[config.mk]
export PLATFORM = sky130hd
export DESIGN_NAME = morse_tx
export DESIGN_NICKNAME = d
export VERILOG_FILES = /design/src/rtl/morse_pkg.sv /design/src/rtl/morse_encode_rom.sv /design/src/rtl/morse_tx.sv
export SDC_FILE = /design/constraint.sdc
export NUM_CORES = 1
export LEC_CHECK = 0
export ABC_AREA = 1
export CAP_MARGIN = 10
export CORE_ASPECT_RATIO = 1.4
export CORE_MARGIN = 10
export CORE_UTILIZATION = 45
export DETAILED_ROUTE_END_ITERATION = 8
export GPL_TIMING_DRIVEN = 0
export PLACE_DENSITY = 0.73
export SYNTH_ARGS = -nofsm -noshare
export SYNTH_HDL_FRONTEND = slang
export SYNTH_SLANG_ARGS = --single-unit
[constraint.sdc]
create_clock -name clk_100MHz -period 2.7 [get_ports clk_100MHz]
set_input_delay 0.54 -clock clk_100MHz [delete_from_list [all_inputs] [get_ports clk_100MHz]]
set_output_delay 0.54 -clock clk_100MHz [all_outputs]
set_load 0.02 [all_outputs]
[src/rtl/morse_pkg.sv]
// Shared definitions for the Morse transmitter and receiver: character
// codes, encoded-pattern layout, Morse timing in units, and TX FSM states.
package morse_pkg;

  // Character code space shared with morse_rx.
  localparam logic [5:0] CODE_A         = 6'd0;
  localparam logic [5:0] CODE_0         = 6'd26;
  localparam logic [5:0] CODE_SPACE     = 6'd36;
  localparam logic [5:0] CODE_MAX_VALID = 6'd36;

  // Encoded character: len symbols held right-aligned in bits, sent
  // from bits[len-1] down to bits[0]; 1 = dash, 0 = dot.
  typedef struct packed {
    logic [2:0] len;
    logic [4:0] bits;
  } morse_pattern_t;

  // Phase lengths in Morse units.
  localparam logic [2:0] DOT_UNITS      = 3'd1;
  localparam logic [2:0] DASH_UNITS     = 3'd3;
  localparam logic [2:0] SYM_GAP_UNITS  = 3'd1;
  localparam logic [2:0] CHAR_GAP_UNITS = 3'd3;
  localparam logic [2:0] WORD_GAP_UNITS = 4'd4;

  typedef enum logic [2:0] {
    ST_IDLE,
    ST_LOAD,
    ST_MARK,
    ST_SYM_GAP,
    ST_CHAR_GAP,
    ST_WORD_GAP
  } tx_state_t;

  // Symbol selected by a 1-based pointer; pointer 0 (nothing left) reads
  // as a dot so the lookup never indexes outside the pattern.
  function automatic logic sym_is_dash(input logic [4:0] bits,
                                       input logic [2:0] ptr);
    logic dash;
    dash = 1'b0;
    for (int i = 0; i < 5; i++) begin
      if (ptr == 3'(i + 1)) dash = bits[i];
    end
    return dash;
  endfunction

  // Mark length for one symbol.
  function automatic logic [2:0] mark_units(input logic dash);
    return dash ? DASH_UNITS : DOT_UNITS;
  endfunction

endpackage

[src/rtl/morse_encode_rom.sv]
// Combinational character-code to Morse-pattern lookup. Codes above
// CODE_MAX_VALID report o_valid = 0; the space code is valid with len 0.
module morse_encode_rom
  import morse_pkg::*;
(
  input  logic [5:0]     i_code,
  output morse_pattern_t o_pattern,
  output logic           o_valid
);

  // Pattern table: {len, bits} with bits right-aligned, 1 = dash.
  always_comb begin
    // NOTE: every output gets a default before the case so no path leaves
    // it unassigned; otherwise synthesis infers a latch.
    o_pattern = '0;
    o_valid   = (i_code <= CODE_MAX_VALID);
    case (i_code)
      CODE_A:     o_pattern = {3'd2, 5'b00001}; // A .-
      6'd1:       o_pattern = {3'd4, 5'b01000}; // B -...
      6'd2:       o_pattern = {3'd4, 5'b01010}; // C -.-.
      6'd3:       o_pattern = {3'd3, 5'b00100}; // D -..
      6'd4:       o_pattern = {3'd1, 5'b00000}; // E .
      6'd5:       o_pattern = {3'd4, 5'b00010}; // F ..-.
      6'd6:       o_pattern = {3'd3, 5'b00110}; // G --.
      6'd7:       o_pattern = {3'd4, 5'b00000}; // H ....
      6'd8:       o_pattern = {3'd2, 5'b00000}; // I ..
      6'd9:       o_pattern = {3'd4, 5'b00111}; // J .---
      6'd10:      o_pattern = {3'd3, 5'b00101}; // K -.-
      6'd11:      o_pattern = {3'd4, 5'b00100}; // L .-..
      6'd12:      o_pattern = {3'd2, 5'b00011}; // M --
      6'd13:      o_pattern = {3'd2, 5'b00010}; // N -.
      6'd14:      o_pattern = {3'd3, 5'b00111}; // O ---
      6'd15:      o_pattern = {3'd4, 5'b00110}; // P .--.
      6'd16:      o_pattern = {3'd4, 5'b01101}; // Q --.-
      6'd17:      o_pattern = {3'd3, 5'b00010}; // R .-.
      6'd18:      o_pattern = {3'd3, 5'b00000}; // S ...
      6'd19:      o_pattern = {3'd1, 5'b00001}; // T -
      6'd20:      o_pattern = {3'd3, 5'b00001}; // U ..-
      6'd21:      o_pattern = {3'd4, 5'b00001}; // V ...-
      6'd22:      o_pattern = {3'd3, 5'b00011}; // W .--
      6'd23:      o_pattern = {3'd4, 5'b01001}; // X -..-
      6'd24:      o_pattern = {3'd4, 5'b01011}; // Y -.--
      6'd25:      o_pattern = {3'd4, 5'b01100}; // Z --..
      CODE_0:     o_pattern = {3'd5, 5'b11111}; // 0 -----
      6'd27:      o_pattern = {3'd5, 5'b01111}; // 1 .----
      6'd28:      o_pattern = {3'd5, 5'b00111}; // 2 ..---
      6'd29:      o_pattern = {3'd5, 5'b00011}; // 3 ...--
      6'd30:      o_pattern = {3'd5, 5'b00001}; // 4 ....-
      6'd31:      o_pattern = {3'd5, 5'b00000}; // 5 .....
      6'd32:      o_pattern = {3'd5, 5'b10000}; // 6 -....
      6'd33:      o_pattern = {3'd5, 5'b11000}; // 7 --...
      6'd34:      o_pattern = {3'd5, 5'b11100}; // 8 ---..
      6'd35:      o_pattern = {3'd5, 5'b11110}; // 9 ----.
      CODE_SPACE: o_pattern = {3'd0, 5'b00000}; // word space, no symbols
      default:    o_pattern = '0;
    endcase
  end

endmodule

[src/rtl/morse_tx.sv]
// Morse transmitter: accepts one character code per valid/ready handshake
// and keys it out with standard timing (dot 1, dash 3, symbol gap 1,
// character gap 3, word gap 4 units). All outputs are registered.
module morse_tx
  import morse_pkg::*;
#(
  parameter int UNIT_CYCLES = 10_000_000
) (
  input  logic       clk_100MHz,
  input  logic       reset,
  input  logic [5:0] char_data,
  input  logic       char_valid,
  output logic       char_ready,
  output logic       key_out,
  output logic       busy,
  output logic       tx_done,
  output logic       char_err
);

  localparam int               CYC_W    = (UNIT_CYCLES > 1) ? $clog2(UNIT_CYCLES) : 1;
  localparam logic [CYC_W-1:0] CYC_LAST = CYC_W'(UNIT_CYCLES - 1);

  tx_state_t        r_state;
  tx_state_t        w_next_state;
  logic [5:0]       r_code;
  logic [4:0]       r_bits;
  logic [2:0]       r_ptr;
  logic [2:0]       w_ptr_next;
  logic [CYC_W-1:0] r_cyc;
  logic [2:0]       r_units;
  logic [2:0]       w_units_load;
  logic             w_tick;
  logic             w_phase_end;
  logic             w_accept;
  logic             w_tx_done_next;
  logic             w_err_next;
  logic             r_key;
  logic             r_busy;
  logic             r_ready;
  logic             r_tx_done;
  logic             r_err;
  morse_pattern_t   w_rom_pattern;
  logic             w_rom_valid;

  morse_encode_rom u_rom (
    .i_code    (r_code),
    .o_pattern (w_rom_pattern),
    .o_valid   (w_rom_valid)
  );

  assign w_accept    = (r_state == ST_IDLE) && char_valid && r_ready;
  assign w_tick      = (r_cyc == CYC_LAST);
  assign w_phase_end = w_tick && (r_units == 3'd1);

  // State register plus the latched code and pattern bits.
  always_ff @(posedge clk_100MHz) begin
    // NOTE: sequential state uses non-blocking assignments so every
    // register samples the pre-edge values of the others.
    if (reset) begin
      r_state <= ST_IDLE;
      r_code  <= '0;
      r_bits  <= '0;
      r_ptr   <= '0;
    end else begin
      r_state <= w_next_state;
      r_ptr   <= w_ptr_next;
      if (w_accept) r_code <= char_data;
      if (r_state == ST_LOAD) r_bits <= w_rom_pattern.bits;
    end
  end

  // Next-state logic: phase sequencing, phase lengths and pulse requests.
  always_comb begin
    w_next_state   = r_state;
    w_units_load   = '0;
    w_ptr_next     = r_ptr;
    w_tx_done_next = 1'b0;
    w_err_next     = 1'b0;
    unique case (r_state)
      ST_IDLE: begin
        if (w_accept) w_next_state = ST_LOAD;
      end
      ST_LOAD: begin
        if (!w_rom_valid) begin
          w_err_next   = 1'b1;
          w_next_state = ST_IDLE;
        end else if (r_code == CODE_SPACE) begin
          w_next_state = ST_WORD_GAP;
          w_units_load = WORD_GAP_UNITS;
        end else begin
          w_next_state = ST_MARK;
          w_ptr_next   = w_rom_pattern.len;
          w_units_load = mark_units(sym_is_dash(w_rom_pattern.bits,
                                                w_rom_pattern.len));
        end
      end
      ST_MARK: begin
        if (w_phase_end) begin
          w_ptr_next = r_ptr - 3'd1;
          if (r_ptr > 3'd1) begin
            w_next_state = ST_SYM_GAP;
            w_units_load = SYM_GAP_UNITS;
          end else begin
            w_next_state = ST_CHAR_GAP;
            w_units_load = CHAR_GAP_UNITS;
          end
        end
      end
      ST_SYM_GAP: begin
        if (w_phase_end) begin
          w_next_state = ST_MARK;
          w_units_load = mark_units(sym_is_dash(r_bits, r_ptr));
        end
      end
      ST_CHAR_GAP, ST_WORD_GAP: begin
        if (w_phase_end) begin
          w_next_state   = ST_IDLE;
          w_tx_done_next = 1'b1;
        end
      end
      default: w_next_state = ST_IDLE;
    endcase
  end

  // Unit timing: cycle counter wraps every UNIT_CYCLES, unit counter counts
  // the remaining units of the current phase; both restart on phase entry.
  always_ff @(posedge clk_100MHz) begin
    if (reset) begin
      r_cyc   <= '0;
      r_units <= '0;
    end else if (w_next_state == ST_IDLE || w_next_state == ST_LOAD) begin
      r_cyc   <= '0;
      r_units <= '0;
    end else if (w_next_state != r_state) begin
      r_cyc   <= '0;
      r_units <= w_units_load;
    end else if (w_tick) begin
      r_cyc   <= '0;
      r_units <= r_units - 3'd1;
    end else begin
      r_cyc   <= r_cyc + 1'b1;
    end
  end

  // Registered outputs derived from the state being entered.
  always_ff @(posedge clk_100MHz) begin
    if (reset) begin
      r_key     <= 1'b0;
      r_busy    <= 1'b0;
      r_ready   <= 1'b0;
      r_tx_done <= 1'b0;
      r_err     <= 1'b0;
    end else begin
      r_key     <= (w_next_state == ST_MARK);
      r_busy    <= (w_next_state != ST_IDLE);
      r_ready   <= (w_next_state == ST_IDLE);
      r_tx_done <= w_tx_done_next;
      r_err     <= w_err_next;
    end
  end

  assign char_ready = r_ready;
  assign key_out    = r_key;
  assign busy       = r_busy;
  assign tx_done    = r_tx_done;
  assign char_err   = r_err;

endmodule

==> results.yml, run 1 <==
power:
  total_switching_power_uw: 589
  cellPowerDensity_mw_per_mm2: 562
  share_clk_of_total_power: 0.380
  power.leakage_uw: 0.00159
  power.combinational.fraction: 0.172
  cell_internal_pwr_uw: 1500
  switching_share: 0.282
  pwr-share-seq: 0.448
  power.ir.vdd_worst_v: 0.000296
  finalPower_uw: 2090
timing:
  final.setup.worst_slack_ns: 0.219
  clock.fmax_ghz: 0.403
  drv_slew: 0
  period_needed_ns: 2.48
  setup_repair_after_global_routing_missed_its_margin: "no"
  setup_viol: 0
  slew_headroom: 0.620
  finalCritPeriodShare: 0.919
  tightest_slew_ns: 0.564
  fin_skew_ns: 0.00717
  timing.hold.ws_ns: 0.445
  finalSetupTns_ns: 0
  finalHoldViolCount: 0
job:
  cap_violations: 0
clocking:
  clkSlewWorstSetupHoldPaths_ns: 0.06
  clock_latency_ns: 0.33
  cts_hold_buf: 0
  cts_tree: "done"
  cts_buffer_count: 9
  clock_tree.htree_level_count: 3
  cts_root_buf: "clkbuf_8"
  cts_buffer_depth: 2
  cts_num_sinks: 57
drt:
  dr.pass1.iters: 4
  via_count: 2934
  vias_per_cell: 5.01
  route.detailed.wl_per_inst_um: 12.2
  ant_nets: 0
  route.detailed.drc: 0
  wirelength_routed_um: 7180
  drt_first_iter_violations: 67
logic_synthesis:
  ys_seq_area_frac: 0.350
  ys_async_sr_fraction: 0
  mappedNetlistArea_mm2: 0.00326
  yosys_warnings: 0
  synth-main-ff-cell: "dfxtp_1"
  synth_seq_cells: 57
  avgSynthCellArea_um2: 7.05
  synth_cells: 462
  number_of_synthesized_flops_with_an_enable_pin: 0
  synth_fp_nets: 486
  yosysUniqueCellTypes: 38
global_routing:
  grt_pass1_vias: 2921
  grt_antenna_before_repair: 0
  maximum_number_of_pins_on_one_net_before_global_route_repair: 11
  grt_pass1_wl_um: 12100
  globalRouteOverflowTotal: 0
  global_route.usage.total: 0.131
placed_design:
  pre_cts_ws_ns: -0.317
  place.detailed.hpwl_um: 5490
  gp_congestion: 0.916
  portBuffers: 12
finish:
  final_cell_mix: "nand2_1, nor2_1, dfxtp_1"
  finalCoreUtilization: 0.529
  diodes: 0
  post_route_cells_drive_above_1_share: 0.134
  area_delta_synth_final_pct: 14.1
  final_common_cell: "nand2_1"
  total_number_of_nets_in_the_final_design: 511
setup_path:
  worst_ep_required_time_ns: 2.97
  regToRegEndpoint: "u_rom.o_pattern[0]$_SDFF_PP0_"
  regToRegStartpoint: "r_state[2]$_SDFF_PP0_"
  start_to_end_type_of_the_worst_setup_path: "in -> reg"
  timing.critical_path.to_type: "flip-flop"
  crit_path_max_fanout: 8
  critPathLaunchType: "input port"
  setup.reg_to_reg.worst_slack_ns: 0.37
  arrival_ns: 2.75
  reg2reg_depth: 13
status:
  run_status: "finished clean"
floorplanning:
  i_o_pin_total: 14
  die-height_um: 121
  core_area_mm2: 0.00703
  starting_density_of_the_core: 0.463
  core.rowCount: 36
  floorplan.die_area_mm2: 0.0111
  dieWidth_um: 91.9
hold_path:
  hold-path-endpoint: "r_cyc[0]$_SDFF_PP0_"
  hold_path.class: "reg -> reg"
  min_from: "r_cyc[0]$_SDFF_PP0_"
  hold_path_depth: 1
[sequential cells by signal (all words and copies together), names as in the netlist]
register and cells:
r_cyc 24, busy 1, r_code 6, char_ready 1, char_err 1, r_ptr 3, u_rom.o_pattern 8, tx_done 1
r_bits 5, r_state 3, r_units 3, key_out 1
[worst max-delay path, stage by stage]
cell and delay [ns]:
clkdlybuf4s50_1 0.48, nand4_1 0.26, nor2_1 0.18, nor2_1 0.07, nand2_2 0.15, inv_1 0.14
ha_1 0.21, or2_2 0.31, o21ai_0 0.08, nand2_1 0.07, nand3_1 0.08, nand2_1 0.06
a21oi_1 0.12
[routing by layer]
layer  global-route usage  vias to the layer above  share of wire
met1                0.113                     1328           0.38
li1                     -                     1529              -
met4               0.0938                        0          0.041
met2                0.259                       51           0.56
met3               0.0248                       26          0.027
met5                    0                        -              0
[final cells by class]
type | count | area, µm²
inverter | 59 | 221
buffer | 9 | 55.1
sequential | 57 | 1140
clock inverter | 3 | 40.0
fill | 694 | 3310
tap | 95 | 119
clock buffer | 12 | 155
timing repair buffer | 14 | 135
multi-input combinational | 337 | 1850
[power groups by stage]
stage / Combinational [µW] / Sequential [µW] / Clock (µW)
finish: 359 / 936 / 793
global route: 403 / 942 / 846
CTS: 348 / 934 / 811
detailed placement: 343 / 952 / 0
global placement: 336 / 951 / 0
floorplan: 256 / 948 / 0
[synthesized netlist by cell type, types with 2 or more instances]
cell,count,area (µm²)
buf_6,2,22.5
nor3_2,2,20.0
or2_2,5,31.3
dfxtp_1,57,1140
buf_2,4,20.0
xnor2_1,7,61.3
o211ai_1,3,22.5
clkbuf_1,3,11.3
nor2_2,21,131
nand3_1,36,180
inv_2,4,15.0
nor2_1,64,240
inv_1,54,203
nand2_1,89,334
a21oi_1,16,80.1
o21ai_0,22,110
a31oi_1,4,25.0
a211oi_1,2,15.0
nand4_1,12,75.1
nor3_1,6,30.0
ha_1,15,188
xor2_1,18,158
[repair_timing]
item                                    in CTS  in global routing
resized for setup                            0                  4
endpoints found under the setup margin       0                  7
setup buffers                                0                  2
[worst max-delay path by stage]
stage / startpoint / endpoint / slack (ns) / depth (start not counted)
global route: char_valid / u_rom.o_pattern[0]$_SDFF_PP0_ / 0.04 / 13
finish: char_valid / u_rom.o_pattern[0]$_SDFF_PP0_ / 0.22 / 13
floorplan: reset / u_rom.o_pattern[0]$_SDFF_PP0_ / 0.37 / 12
CTS: char_valid / u_rom.o_pattern[2]$_DFF_P_ / 0.03 / 12
detailed placement: char_valid / u_rom.o_pattern[2]$_DFF_P_ / -0.32 / 12
global placement: char_valid / u_rom.o_pattern[2]$_DFF_P_ / -0.30 / 12
[cells by family (layout without fill, tap and decap cells)]
logic type,count (synthesis),after routing,share of synthesized area
buf+inv,68,97,0.0845
simple gates,245,245,0.347
xor+xnor,25,25,0.0672
fa+ha+maj,15,15,0.0576
compound gates,52,52,0.0930
flops,57,57,0.350
[through the flow]
stage	std cells	area (µm²)
after floorplan	462	3260
after global placement	569	3500
after detailed placement	569	3500
after CTS	584	3690
after global routing	586	3710
final	586	3710
Note: power is estimated with default switching activity, not from simulation.
==> run 2, diff against run 1 <==
Settings changed: CTS_CLUSTER_DIAMETER from default to 40, SYNTH_HIERARCHICAL from default to 1.
==> run 2 against run 1 <==
Against the previous run:
- combinational power is 28% higher
- power shrank 18%
- clock skew rose by 0.011 ns
==> results.yml, run 2 <==
status:
  run_status: "finished clean"
logic_synthesis:
  synth_top_cells_by_area: "dfxtp_1, nand2_1, inv_1"
  yosys_warnings: 6
  synth_most_common_cell: "nand2_1"
  synth_cells: 473
  mappedNetlistArea_mm2: 0.00334
  yosysUniqueCellTypes: 41
  synth-main-ff-cell: "dfxtp_1"
  number_of_synthesized_flops_with_an_enable_pin: 0
  synth_seq_cells: 49
  ys_async_sr_fraction: 0
  post-synth-top-area-cell: "dfxtp_1"
  avgSynthCellArea_um2: 7.06
  synth_commonest_cells: "nand2_1, inv_1, nor2_1"
  synth_fp_nets: 497
  post-synth-top-area-fraction: 0.294
  ys_seq_area_frac: 0.294
placed_design:
  post-place-cells: 583
  portBuffers: 13
  place.detailed.hpwl_um: 6000
  gp_congestion: 0.951
finish:
  seq_area_um2: 983
  total_number_of_nets_in_the_final_design: 517
  largest_registers: "r_cyc x24, r_code x6, r_bits x5"
  largest_register_ffs: 24
  area_delta_synth_final_pct: 10.7
  finalCoreUtilization: 0.506
  layout.filler_cells: 766
  post_route_cells_drive_above_1_share: 0.144
  diodes: 0
  final_cells: 591
  final_common_cell: "nand2_1"
  multiInputGateArea_mm2: 0.00201
  final_cell_mix: "nand2_1, inv_1, nor2_1"
  largest_register: "r_cyc"
timing:
  finalSetupTns_ns: 0
  fin_skew_ns: 0.0178
  tightest_slew_ns: 0.456
  finalCritPeriodShare: 0.888
  drv_slew: 0
  slew_headroom: 0.693
  period_needed_ns: 2.40
  finalHoldViolCount: 0
  clock.fmax_ghz: 0.417
  timing.hold.ws_ns: 0.452
  setup_viol: 0
  setup_repair_after_global_routing_missed_its_margin: "no"
global_routing:
  grt_antenna_before_repair: 0
  global_route.usage.total: 0.136
  grt_pass1_vias: 2979
  maximum_number_of_pins_on_one_net_before_global_route_repair: 17
  globalRouteOverflowTotal: 0
  grt_pass1_wl_um: 12800
power:
  finalPower_uw: 1710
  total_switching_power_uw: 578
  cellPowerDensity_mw_per_mm2: 463
  switching_share: 0.338
  share_clk_of_total_power: 0.275
  pwr-share-seq: 0.457
  power.combinational.fraction: 0.269
  cell_internal_pwr_uw: 1130
  power.ir.vdd_worst_v: 0.000249
  power.leakage_uw: 0.00151
drt:
  via_count: 2988
  ant_nets: 0
  drt_first_iter_violations: 84
  route.detailed.drc: 0
  vias_per_cell: 5.06
  wirelength_routed_um: 7480
  top_signal_layer_used: "met4"
  wl_met3_um: 168
  dr_wl_met2_um: 4330
  dr.pass1.iters: 5
  route.detailed.wl_per_inst_um: 12.7
  routedLengthMet1_um: 2780
clocking:
  cts_tree: "done"
  clock_latency_ns: 0.31
  clkSlewWorstSetupHoldPaths_ns: 0.10
  cts_root_buf: "clkbuf_8"
  cts_num_sinks: 49
  clock_tree.htree_level_count: 2
  cts_buffer_depth: 2
  cts_buffer_count: 5
  cts_hold_buf: 0
floorplanning:
  core.rowCount: 37
  starting_density_of_the_core: 0.457
  die-height_um: 122
  dieWidth_um: 92.8
  core_area_mm2: 0.00731
  floorplan.die_area_mm2: 0.0113
  i_o_pin_total: 14
setup_path:
  critPathLaunchType: "flip-flop"
  setup.reg_to_reg.worst_slack_ns: 0.30
  arrival_ns: 2.64
  worst_ep_required_time_ns: 2.94
  timing.critical_path.to_type: "flip-flop"
  reg2reg_depth: 14
  start_to_end_type_of_the_worst_setup_path: "reg -> reg"
  crit_path_max_fanout: 10
  regToRegStartpoint: "r_code[1]$_SDFFE_PP0P_"
  worst_setup_startpoint: "r_code[1]$_SDFFE_PP0P_"
hold_path:
  hold_path.class: "reg -> reg"
  hold_path_depth: 2
  min_from: "r_units[1]$_SDFFE_PP0P_"
job:
  cap_violations: 0
## run 2: path summary, 6_finish.rpt
kind                                                end
worst max-delay path               r_cyc[13]$_SDFF_PP0_
worst min-delay path            r_units[1]$_SDFFE_PP0P_
worst min register to register  r_units[1]$_SDFFE_PP0P_
worst max register to register     r_cyc[13]$_SDFF_PP0_
## run 2: power by group through the flow
stage | Combinational, µW | Clock, µW | Sequential (µW)
2_1_floorplan | 344 | 0 | 796
3_3_place_gp | 451 | 0 | 797
3_5_place_dp | 458 | 0 | 799
4_1_cts | 461 | 484 | 782
5_1_grt | 520 | 515 | 787
6_report | 460 | 471 | 782
## run 2: logic make-up (layout without fill, tap and decap cells)
group / count (synthesis) / after routing / share of synthesized area
and+or+nand+nor: 256 / 256 / 0.388
adders and majority gates: 15 / 15 / 0.0562
muxes: 1 / 1 / 0.00300
DFF: 49 / 49 / 0.294
buffers and inverters: 74 / 95 / 0.106
xor gates and xnor gates: 22 / 22 / 0.0577
AOI/OAI and AO/OA: 56 / 56 / 0.0955
## run 2: critical path, stage by stage (launching register included)
cell and delay, ns:
dfxtp_2 0.39, inv_1 0.16, ha_1 0.35, o21ai_0 0.14, nand2_1 0.11, inv_1 0.07, nor3_2 0.23, a21oi_2 0.06
nand2_1 0.09, nand3_1 0.10, nand2_2 0.11, inv_2 0.06, buf_6 0.14, buf_6 0.15, nor3_2 0.15
## run 2: final cells by class
| cell class | instances | area share |
|---|---|---|
| inverter | 64 | 0.0673 |
| multi-input combinational | 350 | 0.543 |
| clock inverter | 2 | 0.00440 |
| timing repair buffer | 13 | 0.0352 |
| tap | 97 | 0.0328 |
| buffer | 10 | 0.0288 |
| sequential | 49 | 0.266 |
| clock buffer | 6 | 0.0223 |
## run 2: per-layer routing
layer | up-vias | global-route usage
li1 | 1556 | -
met1 | 1364 | 0.123
met2 | 48 | 0.284
met3 | 20 | 0.0215
met4 | 0 | 0.0551
met5 | - | 0
## run 2: per-stage QoR
| step | instance area [µm²] | setup slack, ns |
|---|---|---|
| final | 3700 | 0.303 |
| after global routing | 3700 | 0.0591 |
| after CTS | 3690 | 0.115 |
| after detailed placement | 3590 | 0.154 |
| after global placement | 3590 | 0.179 |
| after floorplan | 3340 | 0.642 |
## run 2: timing repair
| item | 4_1_cts | 5_1_grt |
|---|---|---|
| resized for setup | 0 | 3 |
| setup buffers | 0 | 0 |
| endpoints found under the setup margin | 0 | 26 |
==> run 3, diff against run 2 <==
Settings changed: CAP_MARGIN 10 to default, PLACE_DENSITY 0.73 to 0.75, SLEW_MARGIN from default to 20.
Clock period 2.7 ns to 2.1 ns, I/O delays scaled along.
==> run 3 against run 2 <==
Against the previous run:
- sequential power rose by 28%
- fmax rose by 16%
- combinational power rose by 78%
- die area did not move
- power rose by 38%
- sequential cell count did not move
==> results.yml, run 3 (same netlist as run 2, synthesis figures left out) <==
timing:
  tightest_slew_ns: 0.408
  slew_headroom: 0.725
  finalHoldViolCount: 0
  timing.hold.ws_ns: 0.457
  clock.fmax_ghz: 0.483
  period_needed_ns: 2.07
  finalCritPeriodShare: 0.985
  setup_viol: 0
  fin_skew_ns: 0.0112
  setup_repair_after_global_routing_missed_its_margin: "yes"
  drv_slew: 0
  final.setup.worst_slack_ns: 0.0314
clocking:
  cts_buffer_count: 5
  clkSlewWorstSetupHoldPaths_ns: 0.09
  clock_latency_ns: 0.30
  cts_num_sinks: 49
  cts_buffer_depth: 2
  cts_tree: "done"
  clock_tree.htree_level_count: 2
  cts_root_buf: "clkbuf_8"
drt:
  ant_nets: 0
  dr.pass1.iters: 4
  route.detailed.drc: 0
  drt_first_iter_violations: 116
  via_count: 3126
  route.detailed.wl_per_inst_um: 13.2
  wirelength_routed_um: 8180
  vias_per_cell: 5.03
finish:
  finalCoreUtilization: 0.574
  multiInputGateArea_mm2: 0.00221
  seq_area_um2: 998
  fin_area_mm2: 0.00420
  largest_registers: "r_cyc x24, r_code x6, r_bits x5"
  post_route_cells_drive_above_1_share: 0.275
  largest_register: "r_cyc"
  final_common_cell: "nand2_1"
  total_number_of_nets_in_the_final_design: 547
  layout.filler_cells: 690
  largest_register_ffs: 24
  final_cell_mix: "nand2_1, inv_1, nor2_1"
  area_delta_synth_final_pct: 25.7
  diodes: 0
setup_path:
  regToRegEndpoint: "r_cyc[6]$_SDFF_PP0_"
  setup.reg_to_reg.worst_slack_ns: 0.03
  arrival_ns: 2.26
  critPathTopFamily: "buffers and inverters"
  crit_path_max_fanout: 6
  reg2reg_depth: 14
  timing.critical_path.to_type: "flip-flop"
  timing.critical_path.cells: "clkinvlp_4 > ha_4 > o21ai_2 > nand2_2 > inv_2 > nor3_4 > a21oi_2 > nand2_1 > nand3_2 > nand2_4 > inv_4 > buf_8 > clkbuf_16 > nor3_2"
  regToRegStartpoint: "r_code[1]$_SDFFE_PP0P_"
  slowest_stage: "dfxtp_4"
  worst_ep_required_time_ns: 2.29
  cp.buffers_inverters: 5
  critPathLaunchType: "flip-flop"
  start_to_end_type_of_the_worst_setup_path: "reg -> reg"
  worst-path-stages: 14
  cp_slowest_stage_delay_ns: 0.39
hold_path:
  hold_path_depth: 2
  min_from: "r_units[1]$_SDFFE_PP0P_"
  hold-path-endpoint: "r_units[1]$_SDFFE_PP0P_"
  hold_path.class: "reg -> reg"
floorplanning:
  core.rowCount: 37
  core_area_mm2: 0.00731
  dieWidth_um: 92.8
  floorplan.die_area_mm2: 0.0113
  die-height_um: 122
  starting_density_of_the_core: 0.457
  i_o_pin_total: 14
placed_design:
  place_area_mm2: 0.00359
  portBuffers: 13
  gp_congestion: 0.975
  place.detailed.hpwl_um: 5870
  pre_cts_ws_ns: -0.414
global_routing:
  grt_antenna_before_repair: 0
  global_route.usage.total: 0.134
  globalRouteOverflowTotal: 0
  grt_pass1_vias: 2909
  maximum_number_of_pins_on_one_net_before_global_route_repair: 15
  grt_pass1_wl_um: 12700
status:
  run_status: "finished clean"
power:
  power.leakage_uw: 0.00171
  finalPower_uw: 2370
  cellPowerDensity_mw_per_mm2: 564
  power.ir.vdd_worst_v: 0.000344
job:
  cap_violations: 0
-- run 3: cell count changes in the layout (fill, tap and decap cells not counted), sizes merged --
cell / change
clkbuf: +2
buf: +28
clkinv: +1
inv: -1
-- run 3: how the worst max path moves through the flow --
stage / slack (ns) / start / end
3_3_place_gp: -0.38 / r_code[1]$_SDFFE_PP0P_ / r_cyc[3]$_SDFF_PP0_
2_1_floorplan: 0.04 / r_code[1]$_SDFFE_PP0P_ / r_cyc[11]$_SDFF_PP0_
4_1_cts: -0.006 / r_code[1]$_SDFFE_PP0P_ / r_units[0]$_SDFFE_PP0P_
6_report: 0.03 / r_code[1]$_SDFFE_PP0P_ / r_cyc[6]$_SDFF_PP0_
5_1_grt: -0.12 / r_code[1]$_SDFFE_PP0P_ / r_units[1]$_SDFFE_PP0P_
3_5_place_dp: -0.41 / r_code[1]$_SDFFE_PP0P_ / r_cyc[3]$_SDFF_PP0_
-- run 3: worst min-delay path, stage by stage (launching register included) --
cell     delay, ns
dfxtp_1       0.32
nand2_1       0.06
nand2_1       0.04
-- run 3: report_power, final --
group          switching [µW]  total, µW  internal [µW]
clock network             312        544            232
registers                39.6       1000            965
logic                     467        821            354
-- run 3: metal layers --
layer,wire [µm],vias to the layer above,track usage,share of wire
li1,-,1618,-,-
met1,3080,1459,0.125,0.38
met2,4770,37,0.272,0.58
met3,167,12,0.0234,0.020
met4,153,0,0.0571,0.019
met5,0,-,0,0
-- run 3: cell type report --
cell class	instances	share of cell area
buffer	10	0.0283
clock buffer	6	0.0173
clock inverter	2	0.00238
inverter	64	0.0635
multi-input combinational	350	0.527
sequential	49	0.238
tap	97	0.0289
timing repair buffer	43	0.0948
-- run 3: metrics by stage --
step           setup TNS (ns)  std cells
3_3_place_gp            -8.38        583
2_1_floorplan               0        473
4_1_cts              -0.00752        597
3_5_place_dp            -9.72        583
5_1_grt                 -1.48        621
6_report                    0        621
-- run 3: what timing repair did --
item | 4_1_cts | 5_1_grt
resized for setup | 23 | 55
cloned | 0 | 2
buffers inserted | 6 | 22
endpoints found under the setup margin | 27 | 28
pin swaps | 6 | 33
hold buffers | 0 | 0
